<file path="config.mk">
export PLATFORM = sky130hd
export DESIGN_NAME = mux_nto1_scan_flat
export DESIGN_NICKNAME = d
export VERILOG_FILES = /design/src/rtl/mux_nto1_scan_if.sv /design/src/rtl/mux_nto1_scan.sv /design/src/flat_wrapper.sv
export SDC_FILE = /design/constraint.sdc
export NUM_CORES = 1
export LEC_CHECK = 0
export ABC_CLOCK_PERIOD_IN_PS = 4400
export BUFFER_PORTS_ARGS = -buffer_cell sky130_fd_sc_hd__buf_2
export CORE_ASPECT_RATIO = 0.9
export CORE_MARGIN = 2
export CORE_UTILIZATION = 47
export CTS_CLUSTER_DIAMETER = 60
export CTS_CLUSTER_SIZE = 14
export DETAILED_ROUTE_END_ITERATION = 8
export PLACE_DENSITY = 0.92
export SETUP_SLACK_MARGIN = 0.5
export SKIP_CTS_REPAIR_TIMING = 1
export SYNTH_ARGS = -nofsm -noshare
export SYNTH_HDL_FRONTEND = slang
export SYNTH_SLANG_ARGS = --single-unit
</file>
<file path="constraint.sdc">
create_clock -name clk -period 4.4 [get_ports clk]
set_input_delay 0 -clock clk [delete_from_list [all_inputs] [get_ports clk]]
set_output_delay 0 -clock clk [all_outputs]
set_load 0.01 [all_outputs]
</file>
<file path="src/rtl/mux_nto1_scan_if.sv">
// Handshake bundle for the N:1 scanning mux: control, input streams, output stream.
// Ports: enable, mode, sel, in_data/in_valid/in_ready, out_data/out_chan/out_valid/out_ready.
interface mux_nto1_scan_if #(
    parameter int WIDTH    = 8,
    parameter int CHANNELS = 4
);
    localparam int SEL_W = (CHANNELS > 1) ? $clog2(CHANNELS) : 1;

    logic                      enable;
    logic                      mode;
    logic [SEL_W-1:0]          sel;
    logic [CHANNELS*WIDTH-1:0] in_data;
    logic [CHANNELS-1:0]       in_valid;
    logic [CHANNELS-1:0]       in_ready;
    logic [WIDTH-1:0]          out_data;
    logic [SEL_W-1:0]          out_chan;
    logic                      out_valid;
    logic                      out_ready;

    // mux side
    modport slave (
        input  enable, mode, sel, in_data, in_valid, out_ready,
        output in_ready, out_data, out_chan, out_valid
    );

    // producer/consumer side
    modport master (
        output enable, mode, sel, in_data, in_valid, out_ready,
        input  in_ready, out_data, out_chan, out_valid
    );
endinterface

</file>
<file path="src/rtl/mux_nto1_scan.sv">
// Registered N:1 stream mux with manual select or round-robin scan with dwell.
// Ports: clk, reset (async, active-high), bus (slave view of mux_nto1_scan_if).
module mux_nto1_scan #(
    parameter int WIDTH    = 8,
    parameter int CHANNELS = 4,
    parameter int DWELL    = 1
) (
    input logic             clk,
    input logic             reset,
    mux_nto1_scan_if.slave  bus
);
    localparam int SEL_W = (CHANNELS > 1) ? $clog2(CHANNELS) : 1;
    localparam int CNT_W = (DWELL > 1) ? $clog2(DWELL) : 1;

    logic [SEL_W-1:0]    ptr;
    logic [CNT_W-1:0]    cnt;
    logic [WIDTH-1:0]    odata;
    logic [SEL_W-1:0]    ochan;
    logic                ovalid;

    logic [SEL_W-1:0]    ch;
    logic                ch_ok;
    logic                free;
    logic                acc;
    logic [WIDTH-1:0]    word;
    logic                ch_valid;
    logic                ptr_valid;
    logic [CHANNELS-1:0] rdy;
    logic [SEL_W-1:0]    ptr_nxt;
    logic                dwell_last;

    assign ch    = bus.mode ? ptr : bus.sel;
    // sel is wider than needed for non-power-of-two CHANNELS
    assign ch_ok = ({{(32-SEL_W){1'b0}}, ch} < 32'(CHANNELS));
    assign free  = !ovalid || bus.out_ready;

    always_comb begin
        word      = '0;
        ch_valid  = 1'b0;
        ptr_valid = 1'b0;
        rdy       = '0;
        for (int i = 0; i < CHANNELS; i++) begin
            if (ch == SEL_W'(i)) begin
                word     = bus.in_data[i*WIDTH +: WIDTH];
                ch_valid = bus.in_valid[i];
                rdy[i]   = !reset && bus.enable && free && ch_ok;
            end
            if (ptr == SEL_W'(i)) begin
                ptr_valid = bus.in_valid[i];
            end
        end
    end

    assign acc        = bus.enable && free && ch_ok && ch_valid;
    assign ptr_nxt    = (ptr == SEL_W'(CHANNELS-1)) ? '0 : ptr + 1'b1;
    assign dwell_last = (cnt == CNT_W'(DWELL-1));

    // output register: load on accept, clear on a bare drain
    always_ff @(posedge clk or posedge reset) begin
        if (reset) begin
            odata  <= '0;
            ochan  <= '0;
            ovalid <= 1'b0;
        end else if (acc) begin
            odata  <= word;
            ochan  <= ch;
            ovalid <= 1'b1;
        end else if (bus.out_ready) begin
            ovalid <= 1'b0;
        end
    end

    // scan pointer: dwell on busy channels, skip idle ones one per cycle
    always_ff @(posedge clk or posedge reset) begin
        if (reset) begin
            ptr <= '0;
            cnt <= '0;
        end else if (!bus.mode) begin
            cnt <= '0;
        end else if (bus.enable) begin
            if (acc) begin
                if (dwell_last) begin
                    ptr <= ptr_nxt;
                    cnt <= '0;
                end else begin
                    cnt <= cnt + 1'b1;
                end
            end else if (!ptr_valid) begin
                ptr <= ptr_nxt;
                cnt <= '0;
            end
        end
    end

    assign bus.in_ready  = rdy;
    assign bus.out_data  = odata;
    assign bus.out_chan  = ochan;
    assign bus.out_valid = ovalid;
endmodule
</file>
<file path="src/flat_wrapper.sv">
// flat-port wrapper written by rule: the top's interface ports become plain ports
module mux_nto1_scan_flat 
#(
    parameter int WIDTH    = 8,
    parameter int CHANNELS = 4,
    parameter int DWELL    = 1
)
  (clk, reset, bus_enable, bus_mode, bus_sel, bus_in_data, bus_in_valid, bus_out_ready, bus_in_ready, bus_out_data, bus_out_chan, bus_out_valid);
  mux_nto1_scan_if #(.WIDTH(WIDTH), .CHANNELS(CHANNELS)) bus_i ();
  input logic clk;
  input logic reset;
  input wire logic [$bits(bus_i.enable)-1:0] bus_enable;
  input wire logic [$bits(bus_i.mode)-1:0] bus_mode;
  input wire logic [$bits(bus_i.sel)-1:0] bus_sel;
  input wire logic [$bits(bus_i.in_data)-1:0] bus_in_data;
  input wire logic [$bits(bus_i.in_valid)-1:0] bus_in_valid;
  input wire logic [$bits(bus_i.out_ready)-1:0] bus_out_ready;
  output wire logic [$bits(bus_i.in_ready)-1:0] bus_in_ready;
  output wire logic [$bits(bus_i.out_data)-1:0] bus_out_data;
  output wire logic [$bits(bus_i.out_chan)-1:0] bus_out_chan;
  output wire logic [$bits(bus_i.out_valid)-1:0] bus_out_valid;
  assign bus_i.enable = bus_enable;
  assign bus_i.mode = bus_mode;
  assign bus_i.sel = bus_sel;
  assign bus_i.in_data = bus_in_data;
  assign bus_i.in_valid = bus_in_valid;
  assign bus_i.out_ready = bus_out_ready;
  assign bus_in_ready = bus_i.in_ready;
  assign bus_out_data = bus_i.out_data;
  assign bus_out_chan = bus_i.out_chan;
  assign bus_out_valid = bus_i.out_valid;
  mux_nto1_scan #(.WIDTH(WIDTH), .CHANNELS(CHANNELS), .DWELL(DWELL)) u_core (.clk(clk), .reset(reset), .bus(bus_i));
endmodule
</file>
; Word level (Yosys, flattened, before mapping)
; Cells that the tools add are included.
[totals]
ff_bits = 14
inputBits = 43
output_inout_bits = 15
wordCells = 57
[op_classes]
n_addsub = 2
n_eq_ne = 10
mux = 28
reduce_logical = 12
[op_table]
columns = cell, count
row1 = $mux 8, 4
row2 = $mux 1, 19
row3 = $mux 2, 5
row4 = $eq 2x2->1 const B, 4
row5 = $eq 2x1->1 const B, 2
row6 = $logic_and 1x1->1, 4
row7 = $logic_not 2->1, 2
row8 = $ne 2x2->1 const B, 2
row9 = $reduce_and 4->1, 1
row10 = $ne 3x2->1 const B, 1
row11 = $add 2x1->2 const B, 1
row12 = $logic_not 1->1, 2
row13 = $ne 2x1->1 const B, 1
row14 = $reduce_and 2->1, 1
row15 = $reduce_bool 2->1, 1
row16 = $add 1x1->1 const B, 1
row17 = $logic_or 1x1->1, 1

; Longest topological paths before layout
; Gate-level depths: netlist of the first run.
[depth]
word_depth = 10
depth_mapped = 7
depth_no_buf = 7

; Worst setup path before layout of the first run
; Ideal clock, no wire load.
[synth_timing]
path_type = register to register
start = register u_core.ptr[0]
end = register u_core.ochan[0], in the netlist u_core.bus.out_chan[0]
setup_ns = 0.125
t_arrival_ns = 1.703
t_required_ns = 4.275
path_slack_ns = 2.572
path_stages_with_launch = 6
n_path_buf = 1
period_less_slack_ns = 1.828
cell_sequence = dfrtp_1 -> a32oi_1 -> nor3_1 -> a41oi_4 -> buf_6 -> mux2_4
[synth_between]
elab_chain_len = 7
word_cells_on_any_way = 10
cone_classes = eq/ne: 3 / mux: 5 / reduce/logical: 2
[synth_lines]
columns = item, line
row1 = from (decl), mux_nto1_scan.sv:15  ; logic [SEL_W-1:0] ptr;
row2 = from (signal assigned), mux_nto1_scan.sv:83  ; ptr <= ptr_nxt;
row3 = from (signal assigned), mux_nto1_scan.sv:89  ; ptr <= ptr_nxt;
row4 = $mux 2 (*), mux_nto1_scan.sv:32  ; assign ch = bus.mode ? ptr : bus.sel;
row5 = $logic_not 2->1, mux_nto1_scan.sv:43  ; if (ch == SEL_W'(i)) begin
row6 = $mux 1 (4 in series), mux_nto1_scan.sv:43
row7 = $logic_and 1x1->1, mux_nto1_scan.sv:54  ; assign acc = bus.enable && free && ch_ok && ch_valid;
row8 = to (signal assigned), mux_nto1_scan.sv:66  ; ochan <= ch;
row9 = to (decl), mux_nto1_scan.sv:18  ; logic [SEL_W-1:0] ochan;
; Mark *: on every way between the ends. The rest lies on a longest branch, timed or not.
; A chain may end at the register's enable or synchronous reset.

; Final worst setup path of the first run
[layout_timing]
start = register u_core.ptr[0]
end = register u_core.odata[4], in the netlist u_core.bus.out_data[4]
[layout_between]
elab_chain_len = 7
word_cells_on_any_way = 14
cone_classes = eq/ne: 3 / mux: 9 / reduce/logical: 2
[layout_lines]
columns = item, line
row1 = $mux 2 (*), mux_nto1_scan.sv:32
row2 = $logic_not 2->1, mux_nto1_scan.sv:43
row3 = $mux 1 (4 in series), mux_nto1_scan.sv:43
row4 = $logic_and 1x1->1, mux_nto1_scan.sv:54
row5 = to (signal assigned), mux_nto1_scan.sv:65  ; odata <= word;
row6 = to (decl), mux_nto1_scan.sv:17  ; logic [WIDTH-1:0] odata;
; Marked as above.

==> impl_metrics.yaml, run 1 <==
outcome:
  status: "complete, no violations"
floorplan:
  boundaryPins: 58
  std_cell_rows: 16
  die_area_sq_um: 2590
  die_x_um: 53.5
  die_h_um: 48.5
  start_util_pct: 48.8
  core_sq_um: 2120
synthesis:
  ys.warnings.count: 0
  synth_xor_area_share_pct: 0
  avgSynthCellArea_sq_um: 14.6
  synth_top_family_by_area: "multiplexers"
  syn_nets: 118
  syn_area_sq_um: 1030
  synth_compound_area_share_pct: 10.5
  synthCells: 71
  synth.distinct_cells: 26
  synth_edf_count: 0
  synthAdderAreaFrac_pct: 4.84
  ys_seq_area_share_pct: 31.4
  synth_simple_gate_area_share_pct: 7.50
  muxShareOfSynthArea_pct: 42.1
  ys_ff_latch: 13
  async_reset_ff_share_pct: 100
  synth-main-ff-cell: "dfrtp_1"
grt:
  grt_pass1_vias: 884
  grt_pass1_wl_um: 3860
  grtUsageTotal_pct: 21.0
  grt.overflow.total: 0
  antenna_found_initial: 0
  grt_max_degree: 14
route:
  drc: 0
  vias_per_cell: 5.41
  drtPass1Iterations: 4
  wl_per_cell_um: 14.6
  drt_iter0_drc: 10
  vias: 855
  routed_wl_um: 2300
  postRouteAntennaNets: 0
timing:
  slew_viol_final: 0
  rsz0062_at_grt: "no"
  setup_ws_ns: 2.20
  finalCritPeriodShare_pct: 50.0
  max_slew_margin_pct: 63.4
  finalSetupTns_ns: 0
  finalHoldViolCount: 0
  worstMarginPinSlew_ns: 0.547
  period_minus_slack_ns: 2.20
  setup_violations: 0
  fmaxAchievable_ghz: 0.455
  finClkSkew_ns: 0.00338
pwr:
  p_comb_share_pct: 56.5
  p_int_uw: 444
  switching_share_pct: 37.4
  p_seq_share_pct: 33.3
  irDropWorstVdd_v: 0.000268
  p_clk_share_pct: 10.3
  p_per_area_nw_per_um2: 519
  power_switching_uw: 266
  p_leak_nw: 0.700
finish:
  fill_cells: 190
  diodes: 0
  nets: 179
  area_delta_synth_final_pct: 32.2
  drive_above_1_share_pct: 58.8
  final_core_util_pct: 64.4
critical_path:
  cp.arrival_ns: 2.36
  cp-end-kind: "flop"
  ff2ff_setup_slack_ns: 2.20
  crit_required_ns: 4.56
  path_class: "flop to flop"
  worstRegToRegCells: 4
  path_cells: "a32oi_1, nor3_1, a41oi_4, mux2_2"
  start_kind: "flop"
  rr_endpoint: "u_core.bus.out_data[4]"
  r2r-start: "u_core.ptr[0]"
  cpPeakStageDelay_ns: 0.53
  crit_slowest_cell: "a32oi_1"
  critical_path_peak_fanout: 11
cts:
  clk_latency_ns: 0.27
  cts_num_sinks: 13
  tritoncts: "built"
  cts_buffers: 3
  cts-root-buf: "clkbuf_4"
  cts_htree_levels: 1
  cts.reportedPaths.clkPinSlew_ns: 0.08
  cts_buffer_depth: 2
hold_path:
  hold_end: "u_core.bus.out_valid"
  whs_path_depth: 3
  hp-class: "input port to flop"
  hp-start: "bus_out_ready"
place:
  dp.final_hpwl_um: 1900
  dp_slack_ns: 2.18
  gp_congestion: 0.843
  portBuffers: 57
job:
  maxCapViolCount: 0
==> layout make-up <==
type                    instances  area, sq um  area share (%)
clock buffers                   4         26.3            1.92
flip-flops and latches         13          325            23.8
well taps                      27         33.8            2.47
multi-input cells              52          672            49.1
repair buffers                 58          295            21.6
inverters                       4         15.0            1.10
==> cells in the final DEF, fill, tap and decap left out, drive strengths merged <==
master / n
o21ai: 1
dfrtp: 13
a31oi: 1
clkbuf: 4
o21a: 1
nor3: 3
o22a: 1
nor3b: 1
a211oi: 1
dlygate4sd3: 1
nor4: 3
a32oi: 2
mux2i: 2
a21o: 1
o311ai: 1
a41oi: 1
mux4: 8
a21oi: 1
nand2: 3
nor2: 1
nor2b: 1
ha: 4
inv: 4
and4: 1
buf: 57
mux2: 13
nand2b: 1
==> metrics by stage <==
stage | hold WS, ns | instance area [sq um] | power (mW) | instances
2_1_floorplan | -0.123 | 1030 | 0.520 | 71
3_3_place_gp | 0.0664 | 1330 | 0.627 | 153
3_5_place_dp | 0.0745 | 1330 | 0.641 | 153
4_1_cts | -0.231 | 1360 | 0.715 | 157
5_1_grt | 0.152 | 1370 | 0.761 | 158
6_report | 0.125 | 1370 | 0.710 | 158
==> power groups by stage <==
stage / registers, mW / clock network, mW / logic [mW]
global route: 0.244 / 0.0797 / 0.438
global placement: 0.232 / 0 / 0.395
detailed placement: 0.236 / 0 / 0.405
floorplan: 0.250 / 0 / 0.270
finish: 0.236 / 0.0727 / 0.401
CTS: 0.236 / 0.0740 / 0.405
==> sequential cells by signal, indices dropped and copies added, names as in the netlist <==
signal                cells
u_core.ptr                2
u_core.bus.out_valid      1
u_core.bus.out_chan       2
u_core.bus.out_data       8
==> critical path: cells and delay by family, from the launching register on <==
kind	cells	cell delay, ns
compound gates	2	1.04
flops	1	0.49
mux	1	0.40
simple gates	1	0.16
==> synth_stat cells, types with 2 or more instances <==
cell type | number | area [sq um]
buf_6 | 2 | 22.5
nand2_1 | 3 | 11.3
mux2_2 | 4 | 45.0
a32oi_1 | 2 | 17.5
inv_1 | 4 | 15.0
dfrtp_1 | 13 | 325
ha_1 | 4 | 50.1
nor3_1 | 3 | 15.0
mux4_1 | 8 | 210
mux2_4 | 9 | 135
nor4_1 | 3 | 18.8
mux2i_4 | 2 | 45.0
==> layer usage <==
metal | up-vias | track usage [%] | part of all wire, %
li1 | 413 | - | -
met1 | 396 | 24.1 | 39
met2 | 42 | 36.2 | 51
met3 | 4 | 5.56 | 8.2
met4 | 0 | 7.69 | 1.5
met5 | - | 0 | 0
==> how the worst max path moves through the flow <==
stage | startpoint | to | slack [ns] | cells after the start
2_1_floorplan | u_core.ptr[0] | u_core.bus.out_chan[0] | 2.57 | 5
3_3_place_gp | u_core.ptr[0] | u_core.bus.out_data[4] | 2.27 | 4
3_5_place_dp | u_core.ptr[0] | u_core.bus.out_data[4] | 2.18 | 4
4_1_cts | u_core.ptr[0] | u_core.bus.out_data[4] | 2.17 | 4
5_1_grt | u_core.ptr[0] | u_core.bus.out_data[4] | 2.08 | 4
6_report | u_core.ptr[0] | u_core.bus.out_data[4] | 2.20 | 4
==> logic make-up (layout without fill, tap and decap cells) <==
family / Yosys count / after routing
AO/OA/AOI/OAI: 11 / 11
adder cells (fa/ha/maj): 4 / 4
buffers and inverters: 6 / 66
flip-flops: 13 / 13
multiplexers: 23 / 23
AND/OR/NAND/NOR: 14 / 14
No activity file was read; power rests on OpenSTA's default activity.
==> run 2, diff against run 1 <==
ABC_CLOCK_PERIOD_IN_PS = 1900   (was 4400)
CORE_UTILIZATION = 39   (was 47)
PLACE_DENSITY = 0.83   (was 0.92)
clock period = 1.9 ns   (was 4.4 ns; I/O delays follow)
==> run 2 against run 1 <==
Clock power rose by 140%. Worst setup slack lost 2.1 ns. Fmax up 19%. Clock skew fell by 0.0022 ns. Sequential power up 140%. First-iteration DRC count shrank 10%. Total power rose to 2.7 times the previous value. Wire length increased by 17%. Critical path type unchanged. Critical endpoint is now u_core.ptr[0].
==> impl_metrics.yaml, run 2 (synthesis results as in run 1) <==
outcome:
  status: "complete, no violations"
floorplan:
  die_h_um: 52.9
  boundaryPins: 58
  die_area_sq_um: 3080
  core_sq_um: 2490
  start_util_pct: 41.6
  die_x_um: 58.3
  std_cell_rows: 17
finish:
  final_common_cell: "buf_2"
  fill_cells: 210
  mostFrequentLayoutCells: "57 x buf_2, 11 x dfrtp_1, 10 x mux2_4"
  nets: 186
  diodes: 0
  final_core_util_pct: 60.1
  area_delta_synth_final_pct: 44.6
  largest_register_ffs: 8
  drive_above_1_share_pct: 76.1
critical_path:
  crit_cells: 7
  r2r-start: "u_core.ptr[0]"
  cpLargestDelayFamily: "flip-flops"
  cpPeakStageDelay_ns: 0.52
  start_kind: "flop"
  cp.arrival_ns: 2.02
  path_cells: "inv_4, ha_4, nor3b_1, a21oi_1, o311ai_1, a32oi_1, mux2_2"
  ff2ff_setup_slack_ns: 0.05
  crit_required_ns: 2.07
  rr_endpoint: "u_core.ptr[0]"
  cp-end-kind: "flop"
  crit_slowest_cell: "dfrtp_2"
  critical_path_peak_fanout: 8
  worstRegToRegCells: 7
  crit_buf_inv: 1
  path_class: "flop to flop"
grt:
  grt_pass1_wl_um: 3740
  use_met2_pct: 31.3
  grt.overflow.total: 0
  grt_pass1_vias: 862
  busiest_layer: "met2"
  grt_max_degree: 14
  met3_usage_pct: 5.87
  antenna_found_initial: 0
  gr-usage-met1_pct: 18.8
  grtUsageTotal_pct: 16.8
timing:
  slew_viol_final: 0
  fmaxAchievable_ghz: 0.541
  finClkSkew_ns: 0.00117
  finalCritPeriodShare_pct: 97.3
  finalHoldViolCount: 0
  rsz0062_at_grt: "yes"
  max_slew_margin_pct: 66.2
  hold_ws_ns: 0.0222
  setup_violations: 0
  worstMarginPinSlew_ns: 0.507
  period_minus_slack_ns: 1.85
cts:
  cts_buffer_depth: 2
  clk_latency_ns: 0.28
  tritoncts: "built"
  cts_buffers: 3
  cts-root-buf: "clkbuf_4"
  cts_htree_levels: 1
  cts_num_sinks: 13
  cts.reportedPaths.clkPinSlew_ns: 0.08
pwr:
  p_leak_nw: 0.725
  power_mw: 1.91
  irDropWorstVdd_v: 0.000750
  p_per_area_nw_per_um2: 1280
hold_path:
  hp-start: "bus_out_ready"
  hp-class: "input port to flop"
  whs_path_depth: 3
  hold_end: "u_core.bus.out_valid"
route:
  vias: 903
  drt_iter0_drc: 9
  routed_wl_um: 2690
  drtPass1Iterations: 4
  postRouteAntennaNets: 0
  wl_per_cell_um: 16.2
  drc: 0
  vias_per_cell: 5.44
place:
  gp_congestion: 0.837
  portBuffers: 57
  dp.final_hpwl_um: 1960
job:
  maxCapViolCount: 0
## run 2: stage by stage
stage               setup TNS (ns)  cell area (sq um)  setup WS, ns  std cells
finish                           0               1500        0.0507        166
global route               -0.0268               1500       -0.0162        166
CTS                         -0.110               1420       -0.0581        161
detailed placement         -0.0869               1390       -0.0480        157
global placement                 0               1390        0.0922        157
floorplan                        0               1040         0.129         71
## run 2: power breakdown
part	internal [mW]	leakage, nW	switching, mW
sequential	0.422	0.152	0.137
combinational	0.692	0.555	0.489
clock	0.0782	0.0177	0.0969
total	1.19	0.725	0.722
## run 2: routing by layer
metal	up-vias	part of all wire (%)
met5	-	0
met4	0	1.7
met3	6	7.1
met2	43	53
met1	435	38
li1	419	-
## run 2: worst max path at each step
stage                  start  slack [ns]                endpoint
2_1_floorplan  u_core.ptr[0]        0.13  u_core.bus.out_chan[0]
3_3_place_gp   u_core.ptr[0]        0.09  u_core.bus.out_data[4]
3_5_place_dp   u_core.ptr[1]       -0.05           u_core.ptr[0]
4_1_cts        u_core.ptr[1]       -0.06           u_core.ptr[0]
5_1_grt        u_core.ptr[0]       -0.02           u_core.ptr[1]
6_report       u_core.ptr[0]        0.05           u_core.ptr[0]
## run 2: final cells by class
cell class	instances	area, sq um	share of cell area, %
clock buffer	3	22.5	1.51
clock inverter	1	5.00	0.334
inverter	4	17.5	1.17
multi-input combinational	52	712	47.6
sequential	13	328	21.9
tap	28	35.0	2.34
timing repair buffer	65	377	25.2
## run 2: worst min-delay path: stages
cell	delay, ns
buf_2	0.08
nand2b_4	0.15
nand2_4	0.05
==> run 3, diff against run 2 <==
HOLD_SLACK_MARGIN = 0.06   (was unset)
==> run 3 against run 2 <==
Count of clock-buffer cells in the layout unchanged. Sequential share of layout area fell by 0.15 points. Worst setup slack got worse by 0.00090 ns. Register-to-register slack hardly changed. Total power is 0.31% higher. Clock skew is essentially flat. Via count up 0.22%. Wire length grew 0.52%. Combinational power barely moved. First-iteration DRC count is 11% higher. Non-clock buffer count rose by 1. Critical path type unchanged. Critical endpoint unchanged. Largest cell class unchanged.
==> impl_metrics.yaml, run 3 (synthesis results as in run 1) <==
cts:
  cts-root-buf: "clkbuf_4"
  cts_htree_levels: 1
  tritoncts: "built"
  cts_num_sinks: 13
  cts_buffer_depth: 2
  clk_latency_ns: 0.28
  cts.reportedPaths.clkPinSlew_ns: 0.08
  cts_buffers: 3
route:
  routed.top_layer: "met4"
  wl_per_cell_um: 16.2
  met3WireLength_um: 179
  vias: 905
  drtPass1Iterations: 4
  vias_per_cell: 5.42
  wl_met2_um: 1450
  postRouteAntennaNets: 0
  routed_wl_um: 2700
  drt_iter0_drc: 10
  drc: 0
  wl_met1_um: 1020
timing:
  max_slew_margin_pct: 65.7
  worstMarginPinSlew_ns: 0.515
  finalCritPeriodShare_pct: 97.4
  finalHoldViolCount: 0
  finClkSkew_ns: 0.000757
  rsz0062_at_grt: "yes"
  setup_ws_ns: 0.0498
  slew_viol_final: 0
  fmaxAchievable_ghz: 0.540
  setup_violations: 0
  period_minus_slack_ns: 1.85
floorplan:
  die_x_um: 58.3
  std_cell_rows: 17
  die_h_um: 52.9
  start_util_pct: 41.6
  die_area_sq_um: 3080
  boundaryPins: 58
  core_sq_um: 2490
hold_path:
  hp-class: "input port to flop"
finish:
  largest_register_ffs: 8
  drive_above_1_share_pct: 75.5
  diodes: 0
  area_delta_synth_final_pct: 45.6
  fill_cells: 208
  final_common_cell: "buf_2"
  nets: 187
  mostFrequentLayoutCells: "57 x buf_2, 11 x dfrtp_1, 10 x mux2_4"
  final_cells: 167
grt:
  grt.overflow.total: 0
  grt_pass1_wl_um: 3740
  grtUsageTotal_pct: 16.8
  grt_pass1_vias: 862
  grt_max_degree: 14
  antenna_found_initial: 0
place:
  gp_congestion: 0.837
  dp.cells: 157
  dp_slack_ns: -0.0480
  dp.final_hpwl_um: 1960
  portBuffers: 57
job:
  maxCapViolCount: 0
critical_path:
  path_class: "flop to flop"
  crit_slowest_cell: "dfrtp_2"
  ff2ff_setup_slack_ns: 0.05
  start_kind: "flop"
  critical_path_peak_fanout: 8
  crit_required_ns: 2.07
  cp-end-kind: "flop"
  cpPeakStageDelay_ns: 0.52
  crit_buf_inv: 1
  cp.arrival_ns: 2.02
  path_cells: "inv_4, ha_4, nor3b_1, a21oi_1, o311ai_1, a32oi_1, mux2_2"
  cpLargestDelayFamily: "flip-flops"
pwr:
  switching_share_pct: 37.7
  p_clk_share_pct: 9.1
  power_switching_uw: 723
  p_comb_share_pct: 61.8
  p_leak_nw: 0.728
  p_per_area_nw_per_um2: 1270
  irDropWorstVdd_v: 0.000749
  p_seq_share_pct: 29.1
  p_int_mw: 1.20
outcome:
  status: "complete, no violations"
[run 3: changes by cell type in the layout (fill, tap and decap cells not counted)]
cell,delta
dlygate4sd3_1,+1
[run 3: path summary, 6_finish.rpt]
kind / start / to / cells after the start
min: bus_in_data[12] / u_core.bus.out_data[4] / 3
max: u_core.ptr[0] / u_core.ptr[0] / 7
max reg2reg: u_core.ptr[0] / u_core.ptr[0] / 7
max in group asynchronous: reset / u_core.ptr[1] / 3
min in group asynchronous: reset / u_core.bus.out_chan[0] / 3
min reg2reg: u_core.bus.out_chan[0] / u_core.bus.out_chan[0] / 1
[run 3: worst min-delay path, cell delays in order]
cell    delay, ns
buf_2        0.07
mux4_2       0.21
mux2_4       0.13
[run 3: per-stage QoR]
stage	total power, mW	area, sq um	setup TNS, ns	hold slack, ns	utilization (%)
after CTS	1.73	1420	-0.110	-0.214	56.9
after global routing	2.05	1510	-0.0210	0.151	60.5
final	1.92	1510	0	0.160	60.5
after global placement	1.51	1390	0	0.0925	55.8
after detailed placement	1.55	1390	-0.0869	0.0965	55.8
after floorplan	1.21	1040	0	-0.123	-
[run 3: area by class of cell]
cell class,instances,area (sq um),area share [%]
Clock buffer,3,22.5,1.50
Clock inverter,1,5.00,0.332
Inverter,4,17.5,1.16
Multi-Input combinational cell,52,712,47.3
Sequential cell,13,328,21.8
Tap cell,28,35.0,2.33
Timing Repair Buffer,66,387,25.7
[run 3: layer usage]
| layer | vias to the layer above | global-route usage, % |
|---|---|---|
| li1 | 423 | - |
| met1 | 432 | 18.8 |
| met2 | 44 | 31.3 |
| met3 | 6 | 5.87 |
| met4 | 0 | 2.33 |
| met5 | - | 0 |
[run 3: power groups by stage]
stage	registers, mW	clock network (mW)	logic [mW]
floorplan	0.586	0	0.627
global placement	0.536	0	0.970
finish	0.558	0.175	1.19
detailed placement	0.541	0	1.01
global route	0.577	0.199	1.27
CTS	0.539	0.181	1.01
